**config.mk**
```make
export PLATFORM = sky130hd
export DESIGN_NAME = cache_fill_sequencer
export DESIGN_NICKNAME = d
export VERILOG_FILES = /design/src/rtl/cache_pkg.sv /design/src/rtl/onehot_decoder.sv /design/src/rtl/cache_fill_sequencer.sv
export SDC_FILE = /design/constraint.sdc
export NUM_CORES = 1
export LEC_CHECK = 0
export BUFFER_PORTS_ARGS = -buffer_cell sky130_fd_sc_hd__buf_2
export CAP_MARGIN = 40
export CORE_UTILIZATION = 46
export DETAILED_ROUTE_END_ITERATION = 16
export PLACE_DENSITY = 0.86
export SLEW_MARGIN = 20
export SYNTH_ARGS = -nofsm -noshare
export SYNTH_HDL_FRONTEND = slang
export SYNTH_HIERARCHICAL = 1
export SYNTH_SLANG_ARGS = --single-unit
```
**constraint.sdc**
```tcl
create_clock -name clk -period 2.9 [get_ports clk]
set_clock_uncertainty 0.05 [all_clocks]
set_input_delay 0.435 -clock clk [delete_from_list [all_inputs] [get_ports clk]]
set_output_delay 0.435 -clock clk [all_outputs]
set_load 0.03 [all_outputs]
```
**src/rtl/cache_pkg.sv**
```systemverilog
// Shared cache definitions: fill FSM states, default geometry, log2 helper.
package cache_pkg;

   localparam int CACHE_WORDS      = 8;
   localparam int CACHE_WORD_BYTES = 2;
   localparam int CACHE_ADDR_W     = 16;

   typedef enum logic [1:0] {IDLE, ISSUE, DRAIN, DONE} fill_state_t;

   // ceil(log2(value)); returns 0 for value <= 1
   function automatic int clog2(input int value);
      int r;
      r = 0;
      for (int i = 0; i < 31; i++)
         if ((1 << i) < value) r = i + 1;
      return r;
   endfunction

endpackage

```
**src/rtl/onehot_decoder.sv**
```systemverilog
// Index-to-one-hot decoder with enable; all zeros when en is low.
module onehot_decoder import cache_pkg::*; #(
   parameter int N = CACHE_WORDS
) (
   input  logic [clog2(N)-1:0] idx,
   input  logic                en,
   output logic [N-1:0]        onehot
);

   // set exactly the indexed bit when enabled
   always_comb begin
      onehot = '0;
      if (en) onehot[idx] = 1'b1;
   end

endmodule

```
**src/rtl/cache_fill_sequencer.sv**
```systemverilog
// Cache block refill sequencer: issues WORDS in-order word reads, tracks the
// returning words, drives a one-hot data-array write enable per word and
// pulses fill_done for the tag/valid write. Optional critical-word-first.
module cache_fill_sequencer import cache_pkg::*; #(
   parameter int WORDS      = CACHE_WORDS,
   parameter int WORD_BYTES = CACHE_WORD_BYTES,
   parameter int ADDR_W     = CACHE_ADDR_W,
   parameter int CWF        = 0
) (
   input  logic                      clk,
   input  logic                      rst,
   input  logic                      miss_valid,
   input  logic [ADDR_W-1:0]         miss_addr,
   output logic                      miss_ready,
   output logic                      mem_req_valid,
   output logic [ADDR_W-1:0]         mem_req_addr,
   input  logic                      mem_req_stall,
   input  logic                      mem_rsp_valid,
   output logic [WORDS-1:0]          word_enable,
   output logic [clog2(WORDS)-1:0]   word_idx,
   output logic                      fill_busy,
   output logic                      fill_done
);

   localparam int IDX_W = clog2(WORDS);
   localparam int WB_W  = clog2(WORD_BYTES);
   localparam int OFF_W = IDX_W + WB_W;
   localparam int CNT_W = IDX_W + 1;
   localparam logic [CNT_W-1:0] LAST = CNT_W'(WORDS - 1);

   fill_state_t       state, state_nxt;
   logic [ADDR_W-1:0] base;
   logic [IDX_W-1:0]  issue_idx, rsp_idx, start_idx;
   logic [CNT_W-1:0]  issue_cnt, rsp_cnt, issue_cnt_eff;
   logic              accept, req_fire, rsp_fire;

   assign start_idx = (CWF != 0) ? miss_addr[OFF_W-1:WB_W] : '0;
   assign accept    = (state == IDLE) && miss_valid;
   assign req_fire  = (state == ISSUE) && !mem_req_stall;
   // a request accepted this cycle may be answered in the same cycle
   assign issue_cnt_eff = issue_cnt + CNT_W'(req_fire);
   assign rsp_fire  = ((state == ISSUE) || (state == DRAIN)) && mem_rsp_valid &&
                      (rsp_cnt < issue_cnt_eff);

   // request address depends only on registered state, never on miss_*
   assign mem_req_addr = mem_req_valid ? (base | (ADDR_W'(issue_idx) << WB_W)) : '0;
   assign word_idx     = rsp_idx;

   onehot_decoder #(.N(WORDS)) u_dec (
      .idx    (rsp_idx),
      .en     (rsp_fire),
      .onehot (word_enable)
   );

   // FSM state register
   always_ff @(posedge clk or posedge rst) begin
      if (rst) state <= IDLE;
      else     state <= state_nxt;
   end

   // FSM next state and status outputs
   always_comb begin
      state_nxt     = state;
      miss_ready    = 1'b0;
      mem_req_valid = 1'b0;
      fill_busy     = 1'b0;
      fill_done     = 1'b0;
      case (state)
         IDLE: begin
            miss_ready = 1'b1;
            if (miss_valid) state_nxt = ISSUE;
         end
         ISSUE: begin
            mem_req_valid = 1'b1;
            fill_busy     = 1'b1;
            if (rsp_fire && rsp_cnt == LAST)        state_nxt = DONE;
            else if (req_fire && issue_cnt == LAST) state_nxt = DRAIN;
         end
         DRAIN: begin
            fill_busy = 1'b1;
            if (rsp_fire && rsp_cnt == LAST) state_nxt = DONE;
         end
         DONE: begin
            fill_done = 1'b1;
            state_nxt = IDLE;
         end
         default: state_nxt = IDLE;
      endcase
   end

   // base latch, issue/response indices and counters
   always_ff @(posedge clk or posedge rst) begin
      if (rst) begin
         base      <= '0;
         issue_idx <= '0;
         rsp_idx   <= '0;
         issue_cnt <= '0;
         rsp_cnt   <= '0;
      end else if (accept) begin
         base      <= {miss_addr[ADDR_W-1:OFF_W], {OFF_W{1'b0}}};
         issue_idx <= start_idx;
         rsp_idx   <= start_idx;
         issue_cnt <= '0;
         rsp_cnt   <= '0;
      end else begin
         if (req_fire) begin
            issue_idx <= issue_idx + 1'b1;
            issue_cnt <= issue_cnt + 1'b1;
         end
         if (rsp_fire) begin
            rsp_idx <= rsp_idx + 1'b1;
            rsp_cnt <= rsp_cnt + 1'b1;
         end
      end
   end

endmodule

```
# After elaboration in Yosys (flattened, before gate mapping)
# Cells that the tools add are included.
# totals
regBits	28
latch_bits	0
ramBits	0
rom_bits	0
in_bits	21
out_inout_bits	31
elab_cells	58
memories	0
# classes
n_addsub	5
n_mul	0
div	0
n_lt_le_gt_ge	3
eq_ne	8
shifts	0
mux	21
bitwise_logic	1
reduce_logical	14
# ops
op	count
16-bit two-way mux	1
4-bit two-way mux	4
16-bit by 4-bit bitwise OR with 16-bit output	1
3-bit two-way mux	4
4-bit by 1-bit adder with 4-bit output, second input constant	2
4-bit by 3-bit == test with 1-bit output, second input constant	2
2-bit two-way mux	4
8-bit two-way mux	1
2-bit case mux with 4 select lines	1
1-bit logical AND	7
3-bit by 1-bit adder with 3-bit output, second input constant	2
1-bit two-way mux	5
4-bit by 1-bit adder with 4-bit output	1
2-bit == test, second input constant	2
3-bit by 4-bit less-than comparator with 1-bit output, second input constant	1
4-bit less-than comparator	1
2-bit nonzero test	2
1-bit demux with 3-bit select	1
3-bit by 1-bit >= comparator with 1-bit output, second input constant	1
3-bit by 1-bit != test with 1-bit output, second input constant	1
3-bit AND reduction	1
2-bit by 1-bit == test with 1-bit output, second input constant	1
2-bit zero test	1
2-bit by 1-bit != test with 1-bit output, second input constant	1
4 further kinds	4

# Depth between registers and ports, before layout
# Gate-level depths: netlist (run 1).
# depth
word_depth	8
mapped_depth	14
mapped_depth_nobuf	12

# Cells and area by module
# Netlist (run 1), hierarchy kept.
# modules_own_cells
mod	n_inst	cells_per_inst	area_each_um2	seq_area_each_um2
cache_fill_sequencer	1	164	1564.0	700.7
onehot_decoder	1	8	95.1	0.0

# Worst setup path before layout (run 1)
# OpenSTA, ideal clock, no wires.
# synth_path
kind	reg2out
from	register state[1]
to	output port word_enable[0]
arrival_ns	3.279
required_ns	2.415
path_slack_ns	-0.864
stages_incl_launch_ff	13
n_path_buf	2
path_cell_list	dfrtp_1 > inv_1 > ha_1 > nor2b_1 > buf_2 > ha_1 > nand3_1 > xor2_1 > ha_1 > a211oi_1 > and2_4 > buf_8 > nor4b_2
# synth_via
elab_chain_cells	6
word_cells_on_any_way	9
cone_classes	1 x add/sub; 1 x order compare; 2 x eq/ne; 1 x mux; 4 x reduce/logical
# synth_rtl
element	line	source
from (decl)	cache_fill_sequencer.sv:31	fill_state_t state, state_nxt;
from (signal assigned)	cache_fill_sequencer.sv:58	else state <= state_nxt;
2-bit by 1-bit == test with 1-bit output	cache_fill_sequencer.sv:39, cache_fill_sequencer.sv:42	
1-bit logical AND	cache_fill_sequencer.sv:39	assign req_fire = (state == ISSUE) && !mem_req_stall;
4-bit by 1-bit adder with 4-bit output	cache_fill_sequencer.sv:41	assign issue_cnt_eff = issue_cnt + CNT_W'(req_fire);
4-bit less-than comparator	cache_fill_sequencer.sv:43	(rsp_cnt < issue_cnt_eff);
1-bit logical AND *	cache_fill_sequencer.sv:42	assign rsp_fire = ((state == ISSUE) || (state == DRAIN)) && mem_rsp_valid &&
via rsp_fire	cache_fill_sequencer.sv:35	logic accept, req_fire, rsp_fire;
8-bit two-way mux *	onehot_decoder.sv:13	if (en) onehot[idx] = 1'b1;
to (decl)	cache_fill_sequencer.sv:19	output logic [WORDS-1:0] word_enable,
# The timed path passes the listed nets; every way through them passes the cells marked *.

# Worst setup path after layout (run 1)
# layout_path
from	register state[0]
to	output port word_enable[0]
# layout_via
elab_chain_cells	6
word_cells_on_any_way	9
cone_classes	1 x add/sub; 1 x order compare; 2 x eq/ne; 1 x mux; 4 x reduce/logical
# layout_rtl
element	line
2-bit by 1-bit == test with 1-bit output	cache_fill_sequencer.sv:39, cache_fill_sequencer.sv:42
1-bit logical AND	cache_fill_sequencer.sv:39
4-bit by 1-bit adder with 4-bit output	cache_fill_sequencer.sv:41
4-bit less-than comparator	cache_fill_sequencer.sv:43
1-bit logical AND *	cache_fill_sequencer.sv:42
8-bit two-way mux *	onehot_decoder.sv:13
# Every way passes the cells marked *; elsewhere a longest branch is shown, timed or not.

==> results of run 1 <==
-- state kept, by name, summed over array words and instances (netlist names) --
signal / count
word_idx: 3
state: 2
issue_cnt: 4
base: 12
rsp_cnt: 4
issue_idx: 3
-- area by class of cell --
cell class,instances,area (sq um)
fillers,266,1150
inverters,6,22.5
clock inverters,1,30.0
multi-input cells,130,992
clock buffers,3,22.5
well taps,46,57.6
repair buffers,63,412
flip-flops and latches,28,701
-- per-stage QoR --
step                      std cells  total power, W
final                           277         0.00229
after global routing            277         0.00247
after CTS                       276         0.00223
after detailed placement        267         0.00188
after global placement          267         0.00182
after floorplan                 172         0.00156
-- layout by cell type, fill, tap and decap left out, drive strengths merged, types with 5 or more instances in the layout --
cell and count:
and2 17, dfrtp 28, inv 6, xor2 6, nor2 13, mux2i 6
xnor2 5, ha 13, nand2 41, buf 63
-- layer usage --
metal	track usage	wire [microns]
met3	0.0290	120
met5	0	0
met2	0.350	1900
met1	0.214	1480
met4	0.0603	10
-- path summary, 6_finish.rpt --
kind,start,endpoint,slack [ps],cells past startpoint
worst min register to register,base[7],base[7],440,2
worst max register to register,state[1],rsp_cnt[3],100,15
worst max-delay path,state[0],word_enable[0],-390,12
worst min-delay path,rst,rsp_cnt[1],90,3
min in group clk,miss_addr[12],base[12],230,3
max in group asynchronous,rst,base[7],2450,3
-- report_power, final --
group,switching (W),internal [W],total (W)
Sequential,0.000148,0.000540,0.000687
Clock,0.000116,0.000140,0.000256
Combinational,0.000731,0.000619,0.00135
-- logic make-up after synthesis --
| group | count (synthesis) | share of synthesized area |
|---|---|---|
| AO/OA/AOI/OAI | 8 | 0.0392 |
| adder cells (fa/ha/maj) | 13 | 0.0980 |
| XOR/XNOR | 11 | 0.0581 |
| other | 1 | 0.00226 |
| flip-flops | 28 | 0.422 |
| multiplexers | 7 | 0.0452 |
| AND/OR/NAND/NOR | 90 | 0.293 |
| buffers and inverters | 14 | 0.0415 |
-- timing repair --
| item | CTS | global route |
|---|---|---|
| hold buffers | 0 | 0 |
| setup endpoints to repair | 8 | 13 |
| resized for setup | 21 | 4 |
| pin swaps | 3 | 6 |
| setup buffers | 5 | 2 |
-- tightest hold or removal path, delay by kind of cell --
family	cells	cell delay [ps]
buffers and inverters	3	470
==> flow_summary.ini, run 1 <==
[status]
outcome = finished, violations left
violations = setup timing

[logic_synthesis]
yosysMostFrequentCell = nand2_1
yosys.area.top_type = dfrtp_1
synth_seq_cells = 28
synth_edf_count = 0
syn_area_sq_mm = 0.00166
ys.warnings.count = 6
netlist_top_cells_area = dfrtp_1 (42%), ha_1 (9.8%), nand2_1 (9.3%), and2_1 (6.0%), mux2i_1 (3.6%)
synth_top_area_share = 0.422
syn_nets = 206
synth.distinct_cells = 37
synth_common_cells = nand2_1 (41), dfrtp_1 (28), and2_1 (16), ha_1 (13), nor2_1 (13)
ys.flop_type = dfrtp_1
avgSynthCellArea_sq_um = 9.65
async_reset_ff_frac = 1.00
postSynthCellCount = 172
seq_area_frac_synth = 0.422

[critical_path]
crit_path_start_kind = flip-flop
cp_max_fo = 4
max_stage_delay_ps = 440
path_cells = ha_4 > nor2b_4 > ha_4 > ha_4 > inv_2 > ha_4 > or3b_4 > o2111ai_4 > and2_4 > buf_6 > nor4b_4 > buf_4
arrival_ps = 2810
crit_required_ps = 2410
worst_path_max_delay_cell = dfrtp_1
worstSetupEndpointType = output port
crit_top_cell = ha_4
setup.worst_path.class = flip-flop to output port
cp_num_buf_inv = 3
critical_path.top_delay_family = simple AND/OR/NAND/NOR gates

[timing]
hold_ws_ps = 94.6
rsz0062_at_grt = yes
fin_crit_sh = 1.14
period_minus_slack_ps = 3290
totalNegativeSetupSlack_ps = -3030
finalSetupViolCount = 8
hold_viol_final = 0
drv_slew = 0
max_freq_ghz = 0.304
fin_ws_ps = -392

[layout]
antennaDiodeCount = 0
fin_area_sq_mm = 0.00224
final_util = 0.660
synthToLayoutAreaGrowth_pct = 34.8
drive_gt1_frac = 0.394
fin_nets = 266

[die]
core.rowCount = 21
initial_core_util = 0.489
core_area_sq_mm = 0.00339
pin_count = 52
die_height_microns = 62.1
fp.dieW_microns = 62.1
die_area_sq_mm = 0.00385

[clock_network]
h-tree-depth = 1
cts_buffers = 3
cts_sinks = 28
cts_tree = done
clk_pin_slew_ps = 150
cts_buffer_depth = 2
clockRootBuffer = clkbuf_4
insertion_delay_ps = 330

[global_route]
overflow = 0
grt.total_usage = 0.186
grt_max_degree = 29
antenna_found_initial = 0
grt_pass1_vias = 1170
grt_pass1_wl_microns = 5130

[placed_design]
place_area_sq_mm = 0.00205
portBuffers = 46
gp_routability_congestion = 0.854
post-place-ws_ps = -131
hpwl_microns = 2420

[pwr]
peakVddDrop_mv = 0.553
power.leakage_nw = 1.18
p_per_area_mw_per_mm2 = 1030

[route]
ant_nets = 0
first_pass_iters = 4
wirelength_microns = 3520
wl_per_cell_microns = 12.7
drtIter0Drc = 51
vias = 1350
drc = 0
viasPerCell = 4.87

[worst_hold_path]
hold_path_class = primary input to asynchronous set/reset pin

[flow_run]
drv_cap = 0
Power figures use the tool's default switching activity.
==> inputs of run 2 (changes only) <==
==> constraint.sdc (replaced) <==
create_clock -name clk -period 2.78 [get_ports clk]
set_clock_uncertainty 0.05 [all_clocks]
set_input_delay 0.417 -clock clk [delete_from_list [all_inputs] [get_ports clk]]
set_output_delay 0.417 -clock clk [all_outputs]
set_load 0.03 [all_outputs]
==> flow_summary.ini, run 2 (same netlist as run 1, synthesis figures left out) <==
[critical_path]
crit_path_start_kind = flip-flop
ff2ff_path_depth = 13
r2r-start = state[1]
worstSetupEndpointType = output port
setup.worst_path.class = flip-flop to output port
cp_max_fo = 4
r2r_slack_ps = -100
arrival_ps = 2820
crit_required_ps = 2310
reg2reg_to = state[1]

[pwr]
peakVddDrop_mv = 0.424
clockPowerShare = 0.107
p_per_area_mw_per_mm2 = 1100
p_comb_frac = 0.609
swShare = 0.436
p_total_w = 0.00251
power.internal_w = 0.00141
pwr-share-seq = 0.284
switching_power_w = 0.00109
power.leakage_nw = 1.20

[placed_design]
portBuffers = 46
gp_routability_congestion = 0.725
hpwl_microns = 2380
post-place-ws_ps = -242
place_area_sq_mm = 0.00206

[route]
vias = 1397
drc = 0
wl_per_cell_microns = 13.9
wirelength_microns = 3900
ant_nets = 0
viasPerCell = 4.97
first_pass_iters = 4
drtIter0Drc = 83

[die]
core.rowCount = 21
die_height_microns = 62.1
initial_core_util = 0.489
fp.dieW_microns = 62.1
die_area_sq_mm = 0.00385
core_area_sq_mm = 0.00339
pin_count = 52

[flow_run]
drv_cap = 0

[timing]
fin_ws_ps = -508
fin_crit_sh = 1.18
rsz0062_at_grt = yes
hold_ws_ps = 73.4
drv_slew = 0
hold_viol_final = 0
max_freq_ghz = 0.304
finalSetupViolCount = 10
period_minus_slack_ps = 3290

[clock_network]
cts_buffers = 3
cts_buffer_depth = 2
clk_pin_slew_ps = 150
cts_tree = done
h-tree-depth = 1
cts_sinks = 28
clockRootBuffer = clkbuf_4
cts_hold_buf = 0
insertion_delay_ps = 330

[status]
violations = setup timing
outcome = finished, violations left

[layout]
synthToLayoutAreaGrowth_pct = 37.4
fillers = 233
largest_reg_flops = 12
fin_nets = 270
layout_commonest_cell = nand2_1
final_cell_mix = nand2_1 (41), buf_2 (38), dfrtp_1 (28)
drive_gt1_frac = 0.400
multi_input_area_sq_mm = 0.00100
antennaDiodeCount = 0
seqCellArea_sq_um = 701
fin_area_sq_mm = 0.00228
largest_register = base
biggestRegsByFlops = base x12, issue_cnt x4, rsp_cnt x4

[global_route]
overflow = 0
antenna_found_initial = 0
grt_pass1_vias = 1214
grt.total_usage = 0.195
grt_max_degree = 29
grt_pass1_wl_microns = 5380

[worst_hold_path]
hold_path_class = primary input to asynchronous set/reset pin
-- run 2: changes by cell type in the layout (fill, tap and decap cells not counted), sizes merged --
cell / delta
buf: +3
and2: +1
-- run 2: area by class of cell --
cell class / count / area share
Multi-Input combinational cell: 131 / 0.441
Sequential cell: 28 / 0.307
Timing Repair Buffer: 66 / 0.194
Tap cell: 46 / 0.0252
Clock inverter: 1 / 0.0132
Clock buffer: 3 / 0.00988
Inverter: 6 / 0.00988
-- run 2: how the worst max path moves through the flow --
| stage | from | end | slack [ps] | depth (start not counted) |
|---|---|---|---|---|
| after floorplan | state[1] | word_enable[0] | -430 | 13 |
| after global placement | state[0] | word_enable[0] | -180 | 12 |
| after detailed placement | state[0] | word_enable[5] | -240 | 12 |
| after CTS | state[1] | word_enable[5] | -470 | 11 |
| after global routing | state[1] | word_enable[0] | -590 | 11 |
| final | state[1] | word_enable[0] | -510 | 11 |
-- run 2: metrics by stage --
step                      instances  utilization  setup TNS (ps)
after floorplan                 172            -           -2900
after global placement          269        0.609           -1360
after detailed placement        269        0.609           -1720
after CTS                       278        0.659           -3590
after global routing            281        0.673           -4850
final                           281        0.673           -4030
-- run 2: critical path: stages (launching register included) --
cell and delay, ps:
dfrtp_1 420, inv_2 80, ha_4 130, nor2b_4 180, ha_4 170, nand3_2 80
xor2_1 150, ha_1 350, a211oi_4 320, and2_4 220, nor4b_4 220, buf_6 170
-- run 2: power by group through the flow --
stage | registers (W) | logic (W) | clock network (W)
finish | 0.000712 | 0.00153 | 0.000268
global route | 0.000735 | 0.00166 | 0.000295
CTS | 0.000709 | 0.00142 | 0.000270
detailed placement | 0.000717 | 0.00126 | 0
global placement | 0.000705 | 0.00122 | 0
floorplan | 0.000720 | 0.000903 | 0
-- run 2: routing by layer --
metal	up-vias	global-route usage	wire length (microns)
li1	689	-	-
met1	662	0.253	1660
met2	38	0.325	2040
met3	8	0.0311	126
met4	0	0.0794	76
met5	-	0	0
-- run 2: repair_timing --
action                                  in CTS  in global routing
resized for setup                           22                  6
cloned                                       1                  0
pin swaps                                    6                  6
endpoints found under the setup margin       9                 15
buffers inserted                             5                  5
==> inputs of run 3 (changes only) <==
--- a/config.mk
+++ b/config.mk
@@ -7,9 +7,10 @@
 export LEC_CHECK = 0
 export BUFFER_PORTS_ARGS = -buffer_cell sky130_fd_sc_hd__buf_2
 export CAP_MARGIN = 40
-export CORE_UTILIZATION = 46
+export CORE_ASPECT_RATIO = 0.5
+export CORE_UTILIZATION = 51
 export DETAILED_ROUTE_END_ITERATION = 16
-export PLACE_DENSITY = 0.86
+export PLACE_DENSITY = 0.9
 export SLEW_MARGIN = 20
 export SYNTH_ARGS = -nofsm -noshare
 export SYNTH_HDL_FRONTEND = slang
==> constraint.sdc (replaced) <==
create_clock -name clk -period 3.55 [get_ports clk]
set_clock_uncertainty 0.05 [all_clocks]
set_input_delay 0.5325 -clock clk [delete_from_list [all_inputs] [get_ports clk]]
set_output_delay 0.5325 -clock clk [all_outputs]
set_load 0.03 [all_outputs]
==> flow_summary.ini, run 3 (same netlist as run 1, synthesis figures left out) <==
[status]
outcome = completed

[critical_path]
cp_max_fo = 5
crit_required_ps = 2970
arrival_ps = 2920
crit_path_start_kind = flip-flop
setup.worst_path.class = flip-flop to output port
worstSetupEndpointType = output port

[placed_design]
place_area_sq_mm = 0.00195
hpwl_microns = 2310
portBuffers = 46
gp_routability_congestion = 0.874

[timing]
drv_slew = 0
finalSetupViolCount = 0
max_freq_ghz = 0.285
hold_viol_final = 0
period_minus_slack_ps = 3500
totalNegativeSetupSlack_ps = 0
fin_crit_sh = 0.987
hold_ws_ps = 227
tightest_slew_ps = 541
slew_headroom = 0.638

[die]
fp.dieW_microns = 82.7
die_area_sq_mm = 0.00350
die_height_microns = 42.3
pin_count = 52
core.rowCount = 14
core_area_sq_mm = 0.00305
initial_core_util = 0.544

[pwr]
power.leakage_nw = 1.17
p_per_area_mw_per_mm2 = 847
peakVddDrop_mv = 0.410
p_total_w = 0.00184

[layout]
largest_reg_flops = 12
biggestRegsByFlops = base x12, issue_cnt x4, rsp_cnt x4
fin_area_sq_mm = 0.00218
antennaDiodeCount = 0
drive_gt1_frac = 0.358
layout_commonest_cell = nand2_1
final_cell_mix = nand2_1 (41), buf_2 (39), dfrtp_1 (28)
fin_nets = 261
largest_register = base
synthToLayoutAreaGrowth_pct = 31.2

[global_route]
grt.total_usage = 0.207
grt_pass1_vias = 1230
grt_pass1_wl_microns = 5450
overflow = 0
antenna_found_initial = 0
grt_max_degree = 26

[route]
wl_per_cell_microns = 14.0
viasPerCell = 5.20
drc = 0
wirelength_microns = 3720
vias = 1382
first_pass_iters = 4
ant_nets = 0
drtIter0Drc = 48

[clock_network]
cts_sinks = 28
cts_hold_buf = 0
cts_buffers = 3
cts_tree = done
clockRootBuffer = clkbuf_8
cts_buffer_depth = 2
h-tree-depth = 1
clk_pin_slew_ps = 90
insertion_delay_ps = 270

[flow_run]
drv_cap = 0

[worst_hold_path]
hold_path_class = primary input to asynchronous set/reset pin
run 3: cell types whose count changed in the layout (fill, tap and decap cells not counted), moves of 3 or more:
cell,delta
clkbuf_8,+3
buf_4,-3
buf_6,-10
ha_4,-3
run 3: power by group:
part	total, W	internal, W	switching [W]
sequential	0.000561	0.000442	0.000119
clock	0.000248	0.000151	0.0000969
combinational	0.00104	0.000444	0.000591
run 3: path summary, 6_finish.rpt:
path                               from              to  slack [ps]  cells after the start
max                            state[1]  word_enable[1]          50                     11
min                                 rst         base[8]         230                      2
max reg2reg                    state[1]      rsp_cnt[3]         660                     13
min reg2reg                    base[13]        base[13]         420                      2
max in group asynchronous           rst    issue_cnt[0]        2760                      3
min in group clk           miss_addr[5]         base[5]         390                      3
run 3: area by class of cell:
cell class / instances / area (sq um)
clock buffers: 3 / 41.3
clock inverters: 1 / 30.0
fillers: 229 / 871
inverters: 6 / 22.5
multi-input cells: 131 / 971
flip-flops and latches: 28 / 701
well taps: 40 / 50.0
repair buffers: 57 / 362
run 3: routing by layer:
layer | global-route usage | vias to the layer above | share of wire
met5 | 0 | - | 0
met3 | 0.0370 | 8 | 0.043
met4 | 0.0517 | 0 | 0.015
li1 | - | 674 | -
met2 | 0.369 | 47 | 0.48
met1 | 0.259 | 653 | 0.46
run 3: what timing repair did:
action / 4_1_cts / 5_1_grt
setup buffers: 2 / 5
gates cloned: 0 / 1
resized for setup: 0 / 26
pin swaps: 0 / 4
endpoints found under the setup margin: 8 / 8
hold endpoints to repair: 0 / 0
run 3: worst max-delay path, cell delays in order, from the launching register on:
cell      delay [ps]
dfrtp_1          430
inv_2             90
ha_2             190
nor2b_4          190
ha_4             150
nand3_2           90
xor2_2           170
ha_1             350
a211oi_4         350
and2_4           230
and4bb_1         210
clkbuf_4         190
run 3: per-stage QoR:
stage	std cells	util	setup WS, ps
after floorplan	172	-	71.2
after global placement	252	0.631	303
after detailed placement	253	0.640	219
after CTS	259	0.669	11.7
after global routing	266	0.714	-53.0
final	266	0.714	45.7
